`src/rtl/seg7_pkg.sv`:
```
// Shared types and constants for the multiplexed 7-segment scanner.
// Glyphs are active-high, bit order {dp,g,f,e,d,c,b,a}.
package seg7_pkg;

    typedef enum logic {
        ST_BLANK = 1'b0,
        ST_SHOW  = 1'b1
    } state_e;

    // Index 0 is the rightmost entry of the concatenation.
    localparam logic [15:0][7:0] GLYPH = {
        8'h71, 8'h79, 8'h5E, 8'h39, 8'h7C, 8'h77, 8'h6F, 8'h7F,
        8'h07, 8'h7D, 8'h6D, 8'h66, 8'h4F, 8'h5B, 8'h06, 8'h3F
    };

    function automatic logic [7:0] seg_off(input bit active_low);
        return active_low ? 8'hFF : 8'h00;
    endfunction

    function automatic logic [7:0] seg_on(input logic [7:0] lit, input bit active_low);
        return active_low ? ~lit : lit;
    endfunction

endpackage

```
`src/rtl/seg7_scan_n_if.sv`:
```
// Datapath-side and pin-side signals of the scanner; master drives the digits,
// slave is the scanner itself.
interface seg7_scan_n_if #(
    parameter int NDIG = 4
);
    logic [4*NDIG-1:0] DATA;
    logic [NDIG-1:0]   DP_EN;
    logic [NDIG-1:0]   DIG_EN;
    logic              LZB;
    logic [3:0]        BRIGHT;
    logic [7:0]        PATTERN;
    logic [NDIG-1:0]   DIGIT;
    logic              FRAME;

    modport master (
        output DATA, DP_EN, DIG_EN, LZB, BRIGHT,
        input  PATTERN, DIGIT, FRAME
    );

    modport slave (
        input  DATA, DP_EN, DIG_EN, LZB, BRIGHT,
        output PATTERN, DIGIT, FRAME
    );
endinterface

```
`src/rtl/seg7_hex_decode.sv`:
```
// Combinational nibble to active-high {g..a} glyph; polarity is applied by the caller.
module seg7_hex_decode
    import seg7_pkg::*;
(
    input  logic [3:0] nibble,
    output logic [6:0] glyph
);

    always_comb begin
        glyph = GLYPH[nibble][6:0];
    end

endmodule

```
`src/rtl/seg7_scan_n.sv`:
```
// Time-multiplexed NDIG-digit hex display driver with dark gaps, PWM dimming,
// leading-zero blanking and a per-frame snapshot of the display inputs.
module seg7_scan_n
    import seg7_pkg::*;
#(
    parameter int NDIG           = 4,
    parameter int SLOT_CYCLES    = 50000,
    parameter int BLANK_CYCLES   = 1000,
    parameter bit SEG_ACTIVE_LOW = 1'b1,
    parameter bit DIG_ACTIVE_LOW = 1'b0
) (
    input logic         CLK,
    input logic         IN_CLR,
    seg7_scan_n_if.slave bus
);

    localparam int CMAX = (SLOT_CYCLES > BLANK_CYCLES) ? SLOT_CYCLES : BLANK_CYCLES;
    localparam int CW   = $clog2(CMAX);
    localparam int IW   = $clog2(NDIG);

    localparam logic [CW-1:0]   SLOT_LAST  = CW'(SLOT_CYCLES - 1);
    localparam logic [CW-1:0]   BLANK_LAST = CW'(BLANK_CYCLES - 1);
    localparam logic [IW-1:0]   IDX_LAST   = IW'(NDIG - 1);
    localparam logic [NDIG-1:0] DIG_NONE   = {NDIG{DIG_ACTIVE_LOW}};
    localparam logic [7:0]      PAT_OFF    = seg_off(SEG_ACTIVE_LOW);

    state_e                 state_q, state_d;
    logic [IW-1:0]          idx_q, idx_d;
    logic [CW-1:0]          cnt_q, cnt_d;
    logic [3:0]             pwm_q, pwm_d;

    logic [NDIG-1:0][3:0]   data_sh_q, data_sh_d;
    logic [NDIG-1:0]        dp_sh_q, dp_sh_d;
    logic [NDIG-1:0]        en_sh_q, en_sh_d;
    logic                   lzb_sh_q, lzb_sh_d;

    logic [7:0]             pattern_q, pattern_d;
    logic [NDIG-1:0]        digit_q, digit_d;
    logic                   frame_arm_q, frame_arm_d;
    logic                   frame_q;

    logic                   snap;
    logic [3:0]             nib;
    logic [6:0]             glyph;
    logic [NDIG-1:0]        lz_blank;
    logic                   zero_run;
    logic [7:0]             lit;

    // Scan sequencer: BLANK then SHOW per digit, timing independent of content.
    always_comb begin
        state_d     = state_q;
        idx_d       = idx_q;
        cnt_d       = cnt_q + CW'(1);
        pwm_d       = pwm_q + 4'd1;
        snap        = 1'b0;
        frame_arm_d = 1'b0;
        case (state_q)
            ST_BLANK: begin
                if (cnt_q == BLANK_LAST) begin
                    state_d = ST_SHOW;
                    cnt_d   = '0;
                    pwm_d   = '0;
                    snap    = (idx_q == '0);
                end
            end
            ST_SHOW: begin
                if (cnt_q == SLOT_LAST) begin
                    state_d     = ST_BLANK;
                    cnt_d       = '0;
                    idx_d       = (idx_q == IDX_LAST) ? '0 : idx_q + IW'(1);
                    frame_arm_d = (idx_q == IDX_LAST);
                end
            end
            default: begin
                state_d = ST_BLANK;
                cnt_d   = '0;
                idx_d   = '0;
            end
        endcase
    end

    always_comb begin
        data_sh_d = data_sh_q;
        dp_sh_d   = dp_sh_q;
        en_sh_d   = en_sh_q;
        lzb_sh_d  = lzb_sh_q;
        if (snap) begin
            data_sh_d = bus.DATA;
            dp_sh_d   = bus.DP_EN;
            en_sh_d   = bus.DIG_EN;
            lzb_sh_d  = bus.LZB;
        end
    end

    // A digit is a leading zero when it and every digit to its left are zero.
    always_comb begin
        zero_run = 1'b1;
        lz_blank = '0;
        for (int i = NDIG - 1; i >= 1; i--) begin
            zero_run    = zero_run & (data_sh_q[i] == 4'h0);
            lz_blank[i] = lzb_sh_q & zero_run;
        end
    end

    assign nib = data_sh_q[idx_q];

    seg7_hex_decode u_dec (
        .nibble (nib),
        .glyph  (glyph)
    );

    always_comb begin
        lit       = {dp_sh_q[idx_q], lz_blank[idx_q] ? 7'h00 : glyph};
        pattern_d = PAT_OFF;
        digit_d   = DIG_NONE;
        if (state_q == ST_SHOW && en_sh_q[idx_q]) begin
            digit_d = DIG_NONE ^ (NDIG'(1) << idx_q);
            if (pwm_q <= bus.BRIGHT) begin
                pattern_d = seg_on(lit, SEG_ACTIVE_LOW);
            end
        end
    end

    always_ff @(posedge CLK or negedge IN_CLR) begin
        if (!IN_CLR) begin
            state_q     <= ST_BLANK;
            idx_q       <= '0;
            cnt_q       <= '0;
            pwm_q       <= '0;
            data_sh_q   <= '0;
            dp_sh_q     <= '0;
            en_sh_q     <= '0;
            lzb_sh_q    <= 1'b0;
            pattern_q   <= PAT_OFF;
            digit_q     <= DIG_NONE;
            frame_arm_q <= 1'b0;
            frame_q     <= 1'b0;
        end else begin
            state_q     <= state_d;
            idx_q       <= idx_d;
            cnt_q       <= cnt_d;
            pwm_q       <= pwm_d;
            data_sh_q   <= data_sh_d;
            dp_sh_q     <= dp_sh_d;
            en_sh_q     <= en_sh_d;
            lzb_sh_q    <= lzb_sh_d;
            pattern_q   <= pattern_d;
            digit_q     <= digit_d;
            frame_arm_q <= frame_arm_d;
            // Delayed one more cycle so the pulse lands after the last lit output.
            frame_q     <= frame_arm_q;
        end
    end

    assign bus.PATTERN = pattern_q;
    assign bus.DIGIT   = digit_q;
    assign bus.FRAME   = frame_q;

endmodule
```
`src/flat_wrapper.sv`:
```
// flat-port wrapper written by rule: the top's interface ports become plain ports
module seg7_scan_n_flat import seg7_pkg::*;
#(
    parameter int NDIG           = 4,
    parameter int SLOT_CYCLES    = 50000,
    parameter int BLANK_CYCLES   = 1000,
    parameter bit SEG_ACTIVE_LOW = 1'b1,
    parameter bit DIG_ACTIVE_LOW = 1'b0
)
  (CLK, IN_CLR, bus_DATA, bus_DP_EN, bus_DIG_EN, bus_LZB, bus_BRIGHT, bus_PATTERN, bus_DIGIT, bus_FRAME);
  seg7_scan_n_if #(.NDIG(NDIG)) bus_i ();
  input logic CLK;
  input logic IN_CLR;
  input wire logic [$bits(bus_i.DATA)-1:0] bus_DATA;
  input wire logic [$bits(bus_i.DP_EN)-1:0] bus_DP_EN;
  input wire logic [$bits(bus_i.DIG_EN)-1:0] bus_DIG_EN;
  input wire logic [$bits(bus_i.LZB)-1:0] bus_LZB;
  input wire logic [$bits(bus_i.BRIGHT)-1:0] bus_BRIGHT;
  output wire logic [$bits(bus_i.PATTERN)-1:0] bus_PATTERN;
  output wire logic [$bits(bus_i.DIGIT)-1:0] bus_DIGIT;
  output wire logic [$bits(bus_i.FRAME)-1:0] bus_FRAME;
  assign bus_i.DATA = bus_DATA;
  assign bus_i.DP_EN = bus_DP_EN;
  assign bus_i.DIG_EN = bus_DIG_EN;
  assign bus_i.LZB = bus_LZB;
  assign bus_i.BRIGHT = bus_BRIGHT;
  assign bus_PATTERN = bus_i.PATTERN;
  assign bus_DIGIT = bus_i.DIGIT;
  assign bus_FRAME = bus_i.FRAME;
  seg7_scan_n #(.NDIG(NDIG), .SLOT_CYCLES(SLOT_CYCLES), .BLANK_CYCLES(BLANK_CYCLES), .SEG_ACTIVE_LOW(SEG_ACTIVE_LOW), .DIG_ACTIVE_LOW(DIG_ACTIVE_LOW)) u_core (.CLK(CLK), .IN_CLR(IN_CLR), .bus(bus_i));
endmodule
```
`config.mk`:
```
export PLATFORM = sky130hd
export DESIGN_NAME = seg7_scan_n_flat
export DESIGN_NICKNAME = d
export VERILOG_FILES = /design/src/rtl/seg7_pkg.sv /design/src/rtl/seg7_scan_n_if.sv /design/src/rtl/seg7_hex_decode.sv /design/src/rtl/seg7_scan_n.sv /design/src/flat_wrapper.sv
export SDC_FILE = /design/constraint.sdc
export NUM_CORES = 1
export LEC_CHECK = 0
export CORE_MARGIN = 5
export CORE_UTILIZATION = 45
export DETAILED_ROUTE_END_ITERATION = 7
export DONT_BUFFER_PORTS = 1
export SLEW_MARGIN = 20
export SYNTH_ARGS = -nofsm -noshare
export SYNTH_HDL_FRONTEND = slang
export SYNTH_SLANG_ARGS = --single-unit
```
`constraint.sdc`:
```
create_clock -name CLK -period 1.9 [get_ports CLK]
set_input_delay 0.38 -clock CLK [delete_from_list [all_inputs] [get_ports CLK]]
set_output_delay 0.38 -clock CLK [all_outputs]
set_load 0.01 [all_outputs]
```
==> out/results.txt <==
status -> complete, but fails checks
failing checks -> setup timing
Synth Cell Area -> 3090 um2
Vias/cell -> 5.26
FMAX -> 489 MHz
Worst Setup SP -> u_core.cnt_q[3]
CTS tree -> done
Post-Synthesis Net Count -> 294
Slew Viols, Final -> 0
clock power share -> 45.6%
antenna violations before repair -> 0
Yosys reg bits -> 62
RSZ-0062 raised after global routing -> true
Area Overhead vs Synth -> 19.7%
Reg2Reg Launch Point -> u_core.cnt_q[3]
worst-margin pin slew -> 0.373 ns
final cycle utilization of the critical path -> 108%
switch share -> 21.0%
drt first pass iters -> 4
power per cell area -> 750 nW/um2
CP Launch Type -> flop
final net count -> 332
combinational power share -> 5.0%
hpwl dp -> 4190 um
grt peak-use layer -> met1
port buffer count -> 0
clock buffer depth -> 2
final WL -> 5930 um
Inserted Clock Buffers -> 9
Max IR drop VDD -> 471 uV
Setup-failing EPs final -> 37
synthesized instance count -> 247
# IOs -> 44
distinct cell type count after synthesis -> 41
GPL Wtd Cong -> 0.809
internal power -> 2190 uW
ANT cells -> 0
Slew headroom -> 74.8%
final core occ -> 54.8%
Psw -> 583 uW
Sinks on Clock Net -> 62
commonest non-fill, non-tap cells in the layout -> dfrtp_1 (53), buf_4 (25), mux2_4 (20)
Cell Rows -> 30
drt wl/cell -> 16.0 um
Seq/Total Area, Yosys -> 50.5%
Req. time, crit path -> 2.12 ns
met1 Usage GRT -> 21.2%
DP Worst Slack -> -0.237 ns
Yosys warning count -> 0
Finished Layout Cells -> 370
Avg Cell Area, Syn -> 12.5 um2
Leakage -> 0.00171 uW
Final WS setup -> -0.145 ns
GRT Residual Overflow -> 0
Seq pwr share -> 49.4%
clock latency on the worst-skew pair -> 0.34 ns
Die Y -> 92.9 um
CTS clk-pin slew, worst paths -> 0.07 ns
met3 Resource Use GR -> 5.69%
min cycle time layout -> 2.05 ns
Die ar. -> 8620 um2
Clock Skew -> 0.0132 ns
Placed Cells -> 345
Die W -> 92.9 um
DR iter-0 viols -> 105
largest net degree at the start of global routing -> 63
max-cap viol count -> 0
critical hold path startpoint -> bus_DATA[1]
post-route ant nets -> 0
met2 global-route usage -> 19.6%
gr usage total -> 14.5%
initial core utilization -> 45.7%
worst hold path type -> in2reg
DR vias -> 1948
Fin Hold WS -> 0.182 ns
fin area -> 3700 um2
Final Hold Viols -> 0
Crit Path Max Fanout -> 12
first-pass GRT wire length -> 9670 um
share of layout cells above drive strength 1 -> 33.1%
critical path capture point type -> flop
worst reg2reg setup slack -> -0.15 ns
vias in the first global route -> 1868
Core Area -> 6760 um2
critical path class -> reg2reg
most common library cell in the layout ignoring fill and taps -> dfrtp_1
Root Buffer -> clkbuf_8
Area after DPL -> 3360 um2
Worst EP arrival -> 2.26 ns
H-tree Lvls -> 3
DR DRC count -> 0
[metal layers]
layer / wire length, um / up-vias
li1: - / 945
met1: 2930 / 951
met2: 2620 / 44
met3: 313 / 8
met4: 71 / 0
met5: 0 / -
[cells in the mapped netlist, drive strengths merged]
library cell | n | area share, %
dfrtp | 54 | 44
mux2 | 26 | 12
nor2 | 19 | 2.6
ha | 16 | 6.5
nand2 | 16 | 2.2
nand3 | 10 | 1.6
inv | 9 | 1.1
dfstp | 8 | 6.8
o21ai | 8 | 1.3
xor2 | 8 | 2.3
xnor2 | 7 | 2.0
a21oi | 6 | 0.97
mux4 | 6 | 4.4
nand4 | 6 | 1.2
and2 | 5 | 1.0
and3 | 5 | 1.0
nor2b | 5 | 1.0
clkbuf | 4 | 0.49
and4 | 3 | 0.89
buf | 3 | 1.5
nor3 | 3 | 0.49
nor4 | 3 | 0.61
a22oi | 2 | 0.49
nand2b | 2 | 0.40
o211ai | 2 | 0.49
or3 | 2 | 0.57
and2b | 1 | 0.28
and4bb | 1 | 0.40
nand3b | 1 | 0.24
nor3b | 1 | 0.24
nor4bb | 1 | 0.32
o21a | 1 | 0.24
o221ai | 1 | 0.28
o311ai | 1 | 0.28
or4b | 1 | 0.32
[power groups by stage]
stage          logic [uW]  clock network, uW  registers, uW
2_1_floorplan        85.4                  0           1380
3_3_place_gp          104                  0           1390
3_5_place_dp          106                  0           1390
4_1_cts               142               1300           1370
5_1_grt               159               1360           1370
6_report              139               1270           1370
[final cells by class]
class                      count  area [um2]
inverter                       9        33.8
timing repair buffer          34         330
multi-input combinational    169        1460
clock inverter                 4        70.1
sequential                    62        1560
clock buffer                  12         145
fill                         565        3060
tap                           80         100
[state kept, by name, indices dropped and copies added (netlist names)]
signal	count
u_core.cnt_q	16
u_core.data_sh_q	16
u_core.bus.PATTERN	8
u_core.bus.DIGIT	4
u_core.dp_sh_q	4
u_core.en_sh_q	4
u_core.pwm_q	4
u_core.idx_q	2
u_core.bus.FRAME	1
u_core.frame_arm_q	1
u_core.lzb_sh_q	1
u_core.state_q	1
[path summary, 6_finish.rpt]
path / endpoint / cells after the start
worst max register to register: u_core.data_sh_q[4] / 6
max in group asynchronous: u_core.bus.PATTERN[2] / 2
worst min-delay path: u_core.data_sh_q[1] / 1
min in group asynchronous: u_core.pwm_q[2] / 2
worst min register to register: u_core.bus.FRAME / 0
worst max-delay path: u_core.data_sh_q[4] / 6
[critical path, stage by stage (launching register included)]
cell and delay, ns:
dfrtp_1 0.37, or4b_1 0.51, or3_4 0.36, nor2_4 0.12, nand2_4 0.10, buf_12 0.17
mux2_4 0.30
[metrics by stage]
| step | power (uW) | setup TNS [ns] |
|---|---|---|
| floorplan | 1470 | -3.29 |
| global placement | 1500 | -3.79 |
| detailed placement | 1500 | -3.61 |
| CTS | 2810 | -3.00 |
| global route | 2890 | -6.41 |
| finish | 2770 | -3.46 |
[cells by family after synthesis]
family                     Yosys count  share of synthesized area (%)
DFF                                 62                           50.5
xor gates and xnor gates            15                           4.25
muxes                               32                           16.3
adders and majority gates           16                           6.48
buffers and inverters               16                           3.04
and+or+nand+nor                     85                           15.4
AOI/OAI and AO/OA                   21                           4.05
[repair_timing]
item	in CTS	in global routing
gates cloned	0	1
buffers inserted	2	4
hold endpoints to repair	62	0
gates resized for setup	3	9
setup endpoints to repair	32	41
hold buffers	2	0
(Power assumes the default switching activity.)
